==> config.mk <==
export PLATFORM = sky130hd
export DESIGN_NAME = ccd_phase_sequencer
export DESIGN_NICKNAME = d
export VERILOG_FILES = /design/src/rtl/ccd_phase_sequencer.sv
export SDC_FILE = /design/constraint.sdc
export NUM_CORES = 1
export LEC_CHECK = 0
export ABC_AREA = 1
export BUFFER_PORTS_ARGS = -buffer_cell sky130_fd_sc_hd__buf_4
export CORE_ASPECT_RATIO = 0.8
export CORE_MARGIN = 5
export CORE_UTILIZATION = 35
export DETAILED_ROUTE_END_ITERATION = 8
export SLEW_MARGIN = 30
export SYNTH_ARGS = -nofsm -noshare
export SYNTH_HDL_FRONTEND = slang
export SYNTH_SLANG_ARGS = --single-unit
==> constraint.sdc <==
create_clock -name i_clk -period 3.3 [get_ports i_clk]
set_clock_uncertainty 0.15 [all_clocks]
set_input_delay 0.495 -clock i_clk [delete_from_list [all_inputs] [get_ports i_clk]]
set_output_delay 0.495 -clock i_clk [all_outputs]
set_load 0.02 [all_outputs]
==> src/rtl/ccd_phase_sequencer.sv <==
`default_nettype none
// ============================================================================
//  Module   : ccd_phase_sequencer
//  Purpose  : Programmable CCD clock sequencer. Generates the transfer pulse
//             (phi_p), the horizontal shift phases (phi_l1/phi_l2), the reset
//             clock (phi_r) and a per-pixel ADC start strobe. It runs either
//             continuously or for a programmed burst of frames.
//  Ports    : i_clk, i_rst_n      - clock and synchronous active-low reset
//             i_enable, i_start   - run enable (level) and start pulse
//             i_cfg_load, i_cfg_* - shadow configuration capture
//             o_phi_p/l1/l2/r     - CCD pad clocks
//             o_adc_start         - one-cycle ADC trigger per pixel
//             o_pixel_idx         - current pixel during SHIFT, else 0
//             o_frame_done        - pulse in the last SHIFT cycle
//             o_busy              - high when not IDLE
//             o_cfg_pending       - shadow config not yet applied
//  Revision : 1.0 - initial release
// ============================================================================
module ccd_phase_sequencer #(
    parameter int CYCLES_PER_PIXEL = 8,
    parameter int ADC_PHASE        = 6,
    parameter int PIX_W            = 12,
    parameter int HOLD_W           = 24,
    parameter int FRAME_W          = 8,
    parameter int PW_W             = 4
) (
    input  logic               i_clk,
    input  logic               i_rst_n,
    input  logic               i_enable,
    input  logic               i_start,
    input  logic               i_cfg_load,
    input  logic [PIX_W-1:0]   i_cfg_pixels,
    input  logic [PW_W-1:0]    i_cfg_pulse_w,
    input  logic [HOLD_W-1:0]  i_cfg_hold,
    input  logic [FRAME_W-1:0] i_cfg_frames,
    output logic               o_phi_p,
    output logic               o_phi_l1,
    output logic               o_phi_l2,
    output logic               o_phi_r,
    output logic               o_adc_start,
    output logic [PIX_W-1:0]   o_pixel_idx,
    output logic               o_frame_done,
    output logic               o_busy,
    output logic               o_cfg_pending
);

    localparam int c_cyc_w = $clog2(CYCLES_PER_PIXEL);
    // One counter serves both the PULSE width and the HOLD time.
    localparam int c_cnt_w = (HOLD_W > PW_W) ? HOLD_W : PW_W;

    localparam logic [c_cyc_w-1:0] c_cyc_last = c_cyc_w'(CYCLES_PER_PIXEL - 1);
    localparam logic [c_cyc_w-1:0] c_cyc_half = c_cyc_w'(CYCLES_PER_PIXEL / 2);
    localparam logic [c_cyc_w-1:0] c_cyc_3q   = c_cyc_w'((3 * CYCLES_PER_PIXEL) / 4);
    localparam logic [c_cyc_w-1:0] c_adc_cyc  = c_cyc_w'(ADC_PHASE);

    typedef enum logic [1:0] {
        ST_IDLE  = 2'd0,
        ST_PULSE = 2'd1,
        ST_SHIFT = 2'd2,
        ST_HOLD  = 2'd3
    } state_t;

    state_t               r_state;
    logic [c_cnt_w-1:0]   r_cnt;
    logic [c_cyc_w-1:0]   r_cyc;
    logic [PIX_W-1:0]     r_pix;
    logic [FRAME_W-1:0]   r_frames_done;

    logic [PIX_W-1:0]     r_sh_pixels, r_act_pixels;
    logic [PW_W-1:0]      r_sh_pulse_w, r_act_pulse_w;
    logic [HOLD_W-1:0]    r_sh_hold, r_act_hold;
    logic [FRAME_W-1:0]   r_sh_frames, r_act_frames;
    logic                 r_pending;

    logic                 r_phi_p, r_phi_l1, r_phi_l2, r_phi_r;
    logic                 r_adc_start, r_frame_done, r_busy;
    logic [PIX_W-1:0]     r_pixel_idx;

    state_t               w_state_nxt;
    logic [c_cnt_w-1:0]   w_cnt_nxt;
    logic [c_cyc_w-1:0]   w_cyc_nxt;
    logic [PIX_W-1:0]     w_pix_nxt;
    logic [FRAME_W-1:0]   w_done_nxt;
    logic                 w_apply;

    logic [c_cnt_w-1:0]   w_pw_last;
    logic [c_cnt_w-1:0]   w_hold_last;
    logic [PIX_W-1:0]     w_pix_last;
    logic [FRAME_W-1:0]   w_done_inc;

    logic                 w_phi_p, w_phi_l1, w_phi_l2, w_phi_r;
    logic                 w_adc_start, w_frame_done, w_busy;
    logic [PIX_W-1:0]     w_pixel_idx;

    // Zero pulse width / pixel count behave as one.
    assign w_pw_last   = (r_act_pulse_w == '0) ? '0 : c_cnt_w'(r_act_pulse_w - PW_W'(1));
    assign w_pix_last  = (r_act_pixels == '0)  ? '0 : (r_act_pixels - PIX_W'(1));
    assign w_hold_last = c_cnt_w'(r_act_hold) - c_cnt_w'(1);
    // Completed-frame count saturates so continuous runs never wrap.
    assign w_done_inc  = (&r_frames_done) ? r_frames_done : (r_frames_done + FRAME_W'(1));

    always_comb begin
        w_state_nxt = r_state;
        w_cnt_nxt   = r_cnt;
        w_cyc_nxt   = r_cyc;
        w_pix_nxt   = r_pix;
        w_done_nxt  = r_frames_done;
        w_apply     = 1'b0;

        if (!i_enable) begin
            w_state_nxt = ST_IDLE;
            w_cnt_nxt   = '0;
            w_cyc_nxt   = '0;
            w_pix_nxt   = '0;
            w_done_nxt  = '0;
        end else begin
            case (r_state)
                ST_IDLE: begin
                    if (i_start) begin
                        w_state_nxt = ST_PULSE;
                        w_cnt_nxt   = '0;
                        w_done_nxt  = '0;
                        w_apply     = 1'b1;
                    end
                end
                ST_PULSE: begin
                    if (r_cnt == w_pw_last) begin
                        w_state_nxt = ST_SHIFT;
                        w_cnt_nxt   = '0;
                        w_cyc_nxt   = '0;
                        w_pix_nxt   = '0;
                    end else begin
                        w_cnt_nxt = r_cnt + c_cnt_w'(1);
                    end
                end
                ST_SHIFT: begin
                    // Power-of-two pixel period: the cycle counter wraps by itself.
                    w_cyc_nxt = r_cyc + c_cyc_w'(1);
                    if (r_cyc == c_cyc_last) begin
                        if (r_pix == w_pix_last) begin
                            w_done_nxt = w_done_inc;
                            w_pix_nxt  = '0;
                            w_cyc_nxt  = '0;
                            w_cnt_nxt  = '0;
                            if ((r_act_frames != '0) && (w_done_inc == r_act_frames)) begin
                                w_state_nxt = ST_IDLE;
                            end else if (r_act_hold == '0) begin
                                w_state_nxt = ST_PULSE;
                                w_apply     = 1'b1;
                            end else begin
                                w_state_nxt = ST_HOLD;
                            end
                        end else begin
                            w_pix_nxt = r_pix + PIX_W'(1);
                        end
                    end
                end
                ST_HOLD: begin
                    if (r_cnt == w_hold_last) begin
                        w_state_nxt = ST_PULSE;
                        w_cnt_nxt   = '0;
                        w_apply     = 1'b1;
                    end else begin
                        w_cnt_nxt = r_cnt + c_cnt_w'(1);
                    end
                end
                default: begin
                    w_state_nxt = ST_IDLE;
                end
            endcase
        end

        // Outputs are registered from the next state so that each cycle's
        // outputs match the state entered at the preceding edge. Active
        // config only changes on PULSE entry, so it is stable whenever the
        // next state is SHIFT.
        w_phi_p      = (w_state_nxt == ST_PULSE);
        w_phi_l1     = (w_state_nxt == ST_SHIFT) && (w_cyc_nxt < c_cyc_half);
        w_phi_l2     = w_phi_p || ((w_state_nxt == ST_SHIFT) && (w_cyc_nxt >= c_cyc_half));
        w_phi_r      = w_phi_p || ((w_state_nxt == ST_SHIFT) && (w_cyc_nxt >= c_cyc_half)
                                   && (w_cyc_nxt < c_cyc_3q));
        w_adc_start  = (w_state_nxt == ST_SHIFT) && (w_cyc_nxt == c_adc_cyc);
        w_pixel_idx  = (w_state_nxt == ST_SHIFT) ? w_pix_nxt : '0;
        w_frame_done = (w_state_nxt == ST_SHIFT) && (w_cyc_nxt == c_cyc_last)
                       && (w_pix_nxt == w_pix_last);
        w_busy       = (w_state_nxt != ST_IDLE);
    end

    always_ff @(posedge i_clk) begin
        if (!i_rst_n) begin
            r_state       <= ST_IDLE;
            r_cnt         <= '0;
            r_cyc         <= '0;
            r_pix         <= '0;
            r_frames_done <= '0;
            r_phi_p       <= 1'b0;
            r_phi_l1      <= 1'b0;
            r_phi_l2      <= 1'b0;
            r_phi_r       <= 1'b0;
            r_adc_start   <= 1'b0;
            r_frame_done  <= 1'b0;
            r_busy        <= 1'b0;
            r_pixel_idx   <= '0;
        end else begin
            r_state       <= w_state_nxt;
            r_cnt         <= w_cnt_nxt;
            r_cyc         <= w_cyc_nxt;
            r_pix         <= w_pix_nxt;
            r_frames_done <= w_done_nxt;
            r_phi_p       <= w_phi_p;
            r_phi_l1      <= w_phi_l1;
            r_phi_l2      <= w_phi_l2;
            r_phi_r       <= w_phi_r;
            r_adc_start   <= w_adc_start;
            r_frame_done  <= w_frame_done;
            r_busy        <= w_busy;
            r_pixel_idx   <= w_pixel_idx;
        end
    end

    // Shadow/active config. The active copy takes the old shadow on PULSE
    // entry; a load in that same cycle lands in the shadow and stays pending.
    always_ff @(posedge i_clk) begin
        if (!i_rst_n) begin
            r_sh_pixels   <= '0;
            r_sh_pulse_w  <= '0;
            r_sh_hold     <= '0;
            r_sh_frames   <= '0;
            r_act_pixels  <= '0;
            r_act_pulse_w <= '0;
            r_act_hold    <= '0;
            r_act_frames  <= '0;
            r_pending     <= 1'b0;
        end else begin
            if (w_apply) begin
                r_act_pixels  <= r_sh_pixels;
                r_act_pulse_w <= r_sh_pulse_w;
                r_act_hold    <= r_sh_hold;
                r_act_frames  <= r_sh_frames;
            end
            if (i_cfg_load) begin
                r_sh_pixels  <= i_cfg_pixels;
                r_sh_pulse_w <= i_cfg_pulse_w;
                r_sh_hold    <= i_cfg_hold;
                r_sh_frames  <= i_cfg_frames;
                r_pending    <= 1'b1;
            end else if (w_apply) begin
                r_pending <= 1'b0;
            end
        end
    end

    assign o_phi_p       = r_phi_p;
    assign o_phi_l1      = r_phi_l1;
    assign o_phi_l2      = r_phi_l2;
    assign o_phi_r       = r_phi_r;
    assign o_adc_start   = r_adc_start;
    assign o_pixel_idx   = r_pixel_idx;
    assign o_frame_done  = r_frame_done;
    assign o_busy        = r_busy;
    assign o_cfg_pending = r_pending;

endmodule
`default_nettype wire

==> qor.txt <==
CTS tree: done
RR Endpoint: o_frame_done
overall routing resource usage: 17.04%
Slew @ Worst Pin: 0.6973 ns
setup_tns: 0 ns
antenna-violating nets left: 0
type of the most critical hold path: input port to register
Vias/cell: 4.911
final hold violation count: 0
RR Startpoint: r_act_pixels[1]
Most used DFF post-synth: dfxtp_1
clock root buffer: clkbuf_16
Crit Path Max Fanout: 19
hold path depth: 3
Max-Cap Viols: 0
CP Launch Type: register
Num CTS Buffers: 17
I/O pin cnt: 73
core footprint: 24500 um^2
post-synth cell types: 42
vias: 8290
CTS sink cnt: 165
Ant. Diodes: 0
WL final: 24010 um
crit-path cells: inv_1, ha_4, nand2_2, nor2_4, nand2_8, nand2_1, nand2_1, nand2_1, nand2_1, nor2_1, nand2_1, nor2_2, nand2_4, buf_4, nand3_1, nand2_1, nand2_1, nand2_1, nand2_1, nand2_1, nor2_1, nand2_1, nor3_2
share of layout cells above drive strength 1: 12.12%
Final Setup Violations: 0
crit path max-delay cell type: dfxtp_1
R2R depth: 23
RSZ-0062 raised after global routing: false
Max-slew headroom: 53.46%
Avg WL per Cell: 14.22 um
routability cong.: 0.9340
Crit path largest cell delay: 0.31 ns
clock latency on the worst-skew pair: 0.45 ns
synth warn: 0
Initial DRC Count: 611
most frequent cells in the layout: nand2_1, nor2_1, dfxtp_1
post-route minimum period: 3.048 ns
FF+latch count, synth: 165
Horiz. Die Dim: 187.2 um
ys async rst share: 0%
maximum vdd ir drop: 0.0002301 V
critical path class: register to register
worst endpoint required time: 3.51 ns
Final Max Tran Viols: 0
die span in y: 151.7 um
vias in the first global route: 7660
Mapped Area: 8787 um^2
CP most frequent cell: nand2_1
die footprint: 28390 um^2
largest net degree at the start of global routing: 79
leading cell type in the layout, fill and taps excluded: nand2_1
First-pass DRT Iterations: 5
PD cells: 506.6 nW/um^2
maximum clock frequency: 328.1 MHz
first-pass GRT wire length: 39450 um
Post-synth EDFFs: 0
hold-fix buffers at CTS: 0
setup slack, reg-to-reg: 0.25 ns
Longest Clk Path Bufs: 2
initial antenna violation count: 0
dpl hpwl: 17970 um
num rows: 51
Hold Crit Start: i_cfg_hold[16]
fin crit share: 92.36%
H-tree levels: 4
Initial Utilization: 35.86%
Syn Inst Count: 1290
total grt overflow: 0
Cells after DPL: 1654
crit path capture type: register
status: completed
# DRC: 0
final net count: 1422
Non-Filler Instances: 1688
leak pwr: 0.004554 uW
Synth Net Count: 1355
Clock transition at path regs: 0.08 ns
synthesis-to-layout area growth: 17.80%
IO buf count: 72
arrival time worst endpoint: 3.26 ns
post-synthesis sequential area ratio: 37.59%
Hold Path End: r_sh_hold[16]
Mean Syn Cell Area: 6.812 um^2
## state kept, by name, indices dropped and copies added (netlist names), 3 cells and up
name	count
o_pixel_idx	12
r_act_frames	8
r_act_hold	24
r_act_pixels	12
r_act_pulse_w	4
r_cnt	24
r_cyc	3
r_frames_done	8
r_pix	12
r_sh_frames	8
r_sh_hold	24
r_sh_pixels	12
r_sh_pulse_w	4
## routing by layer
metal  vias up  routed length, um  GRT usage [%]  share of wire, %
li1       4293                  -              -                 -
met1      3753              13120          26.86                55
met2       225               9175          23.36                38
met3        19               1419          2.978               5.9
met4         0                299          4.767               1.2
met5         -                  0              0                 0
## worst max-delay path: cells and delay by family, from the launching register on
family                   cells  cell delay, ns
buffers and inverters        2            0.30
flip-flops                   1            0.31
adder cells (fa/ha/maj)      1            0.17
AND/OR/NAND/NOR             20            2.08
## worst max-delay path by stage
stage / slack [ns] / start / endpoint
2_1_floorplan: 0.68 / r_act_pixels[0] / r_act_hold[10]
3_3_place_gp: 0.20 / r_act_pixels[0] / o_frame_done
3_5_place_dp: 0.13 / r_act_pixels[0] / o_frame_done
4_1_cts: 0.11 / r_act_pixels[0] / r_cnt[14]
5_1_grt: 0.001 / r_act_hold[0] / r_act_pixels[10]
6_report: 0.25 / r_act_pixels[1] / o_frame_done
## cell type report
class / count / area (um^2)
Clock buffer: 17 / 425.4
Clock inverter: 15 / 195.2
Fill cell: 2584 / 14150
Inverter: 122 / 457.9
Multi-Input combinational cell: 955 / 4843
Sequential cell: 165 / 3303
Tap cell: 318 / 397.9
Timing Repair Buffer: 96 / 728.2
## synth_stat cells (2+ instances only)
library cell / instances / area, um^2
dfxtp_1: 165 / 3303
nor3_1: 18 / 90.09
nor2_1: 236 / 885.9
buf_6: 4 / 45.04
nand3_1: 99 / 495.5
xnor2_1: 18 / 157.7
nor3b_1: 3 / 22.52
nand3_2: 4 / 40.04
clkbuf_1: 33 / 123.9
nor4_1: 4 / 25.02
nor2_4: 2 / 22.52
o21ai_1: 3 / 15.01
nand2_4: 2 / 22.52
nand2_2: 4 / 25.02
or2_2: 3 / 18.77
nor2_2: 7 / 43.79
nand2_1: 242 / 908.4
buf_2: 10 / 50.05
inv_1: 119 / 446.7
nand4_2: 2 / 25.02
ha_1: 12 / 150.1
xor2_1: 63 / 551.8
a211oi_1: 2 / 15.01
nand4_1: 23 / 143.9
o21ai_0: 107 / 535.5
inv_2: 2 / 7.510
nand3b_1: 7 / 52.55
a21oi_1: 82 / 410.4
## logic make-up after synthesis
group	synth area share [%]
flip-flops	37.59
buffers and inverters	7.789
AND/OR/NAND/NOR	33.18
adder cells (fa/ha/maj)	1.709
AO/OA/AOI/OAI	11.66
XOR/XNOR	8.073
## metrics by stage
| stage | instance area [um^2] | hold slack (ns) | utilization, % | total power (uW) | setup WS [ns] |
|---|---|---|---|---|---|
| 6_report | 10350 | 0.1136 | 42.24 | 5244 | 0.2520 |
| 2_1_floorplan | 8787 | 0.2889 | - | 2933 | 0.6751 |
| 4_1_cts | 10280 | 0.1048 | 41.97 | 5245 | 0.1063 |
| 3_3_place_gp | 9664 | 0.3077 | 39.44 | 3212 | 0.2048 |
| 5_1_grt | 10350 | 0.1086 | 42.24 | 5531 | 0.001078 |
| 3_5_place_dp | 9664 | 0.3119 | 39.44 | 3216 | 0.1296 |
## power by group
group          internal, uW  total, uW  switching (uW)  leakage [uW]
Clock                  1040       2030             994      0.000297
Sequential             2080       2150            68.7       0.00135
Combinational           376       1060             684       0.00291
Total                  3500       5240            1750       0.00455
## timing repair
action                     4_1_cts  5_1_grt
buffers inserted                 0        2
setup endpoints to repair        0       75
resized for setup                0       18
Note: power is estimated with default switching activity, not from simulation.
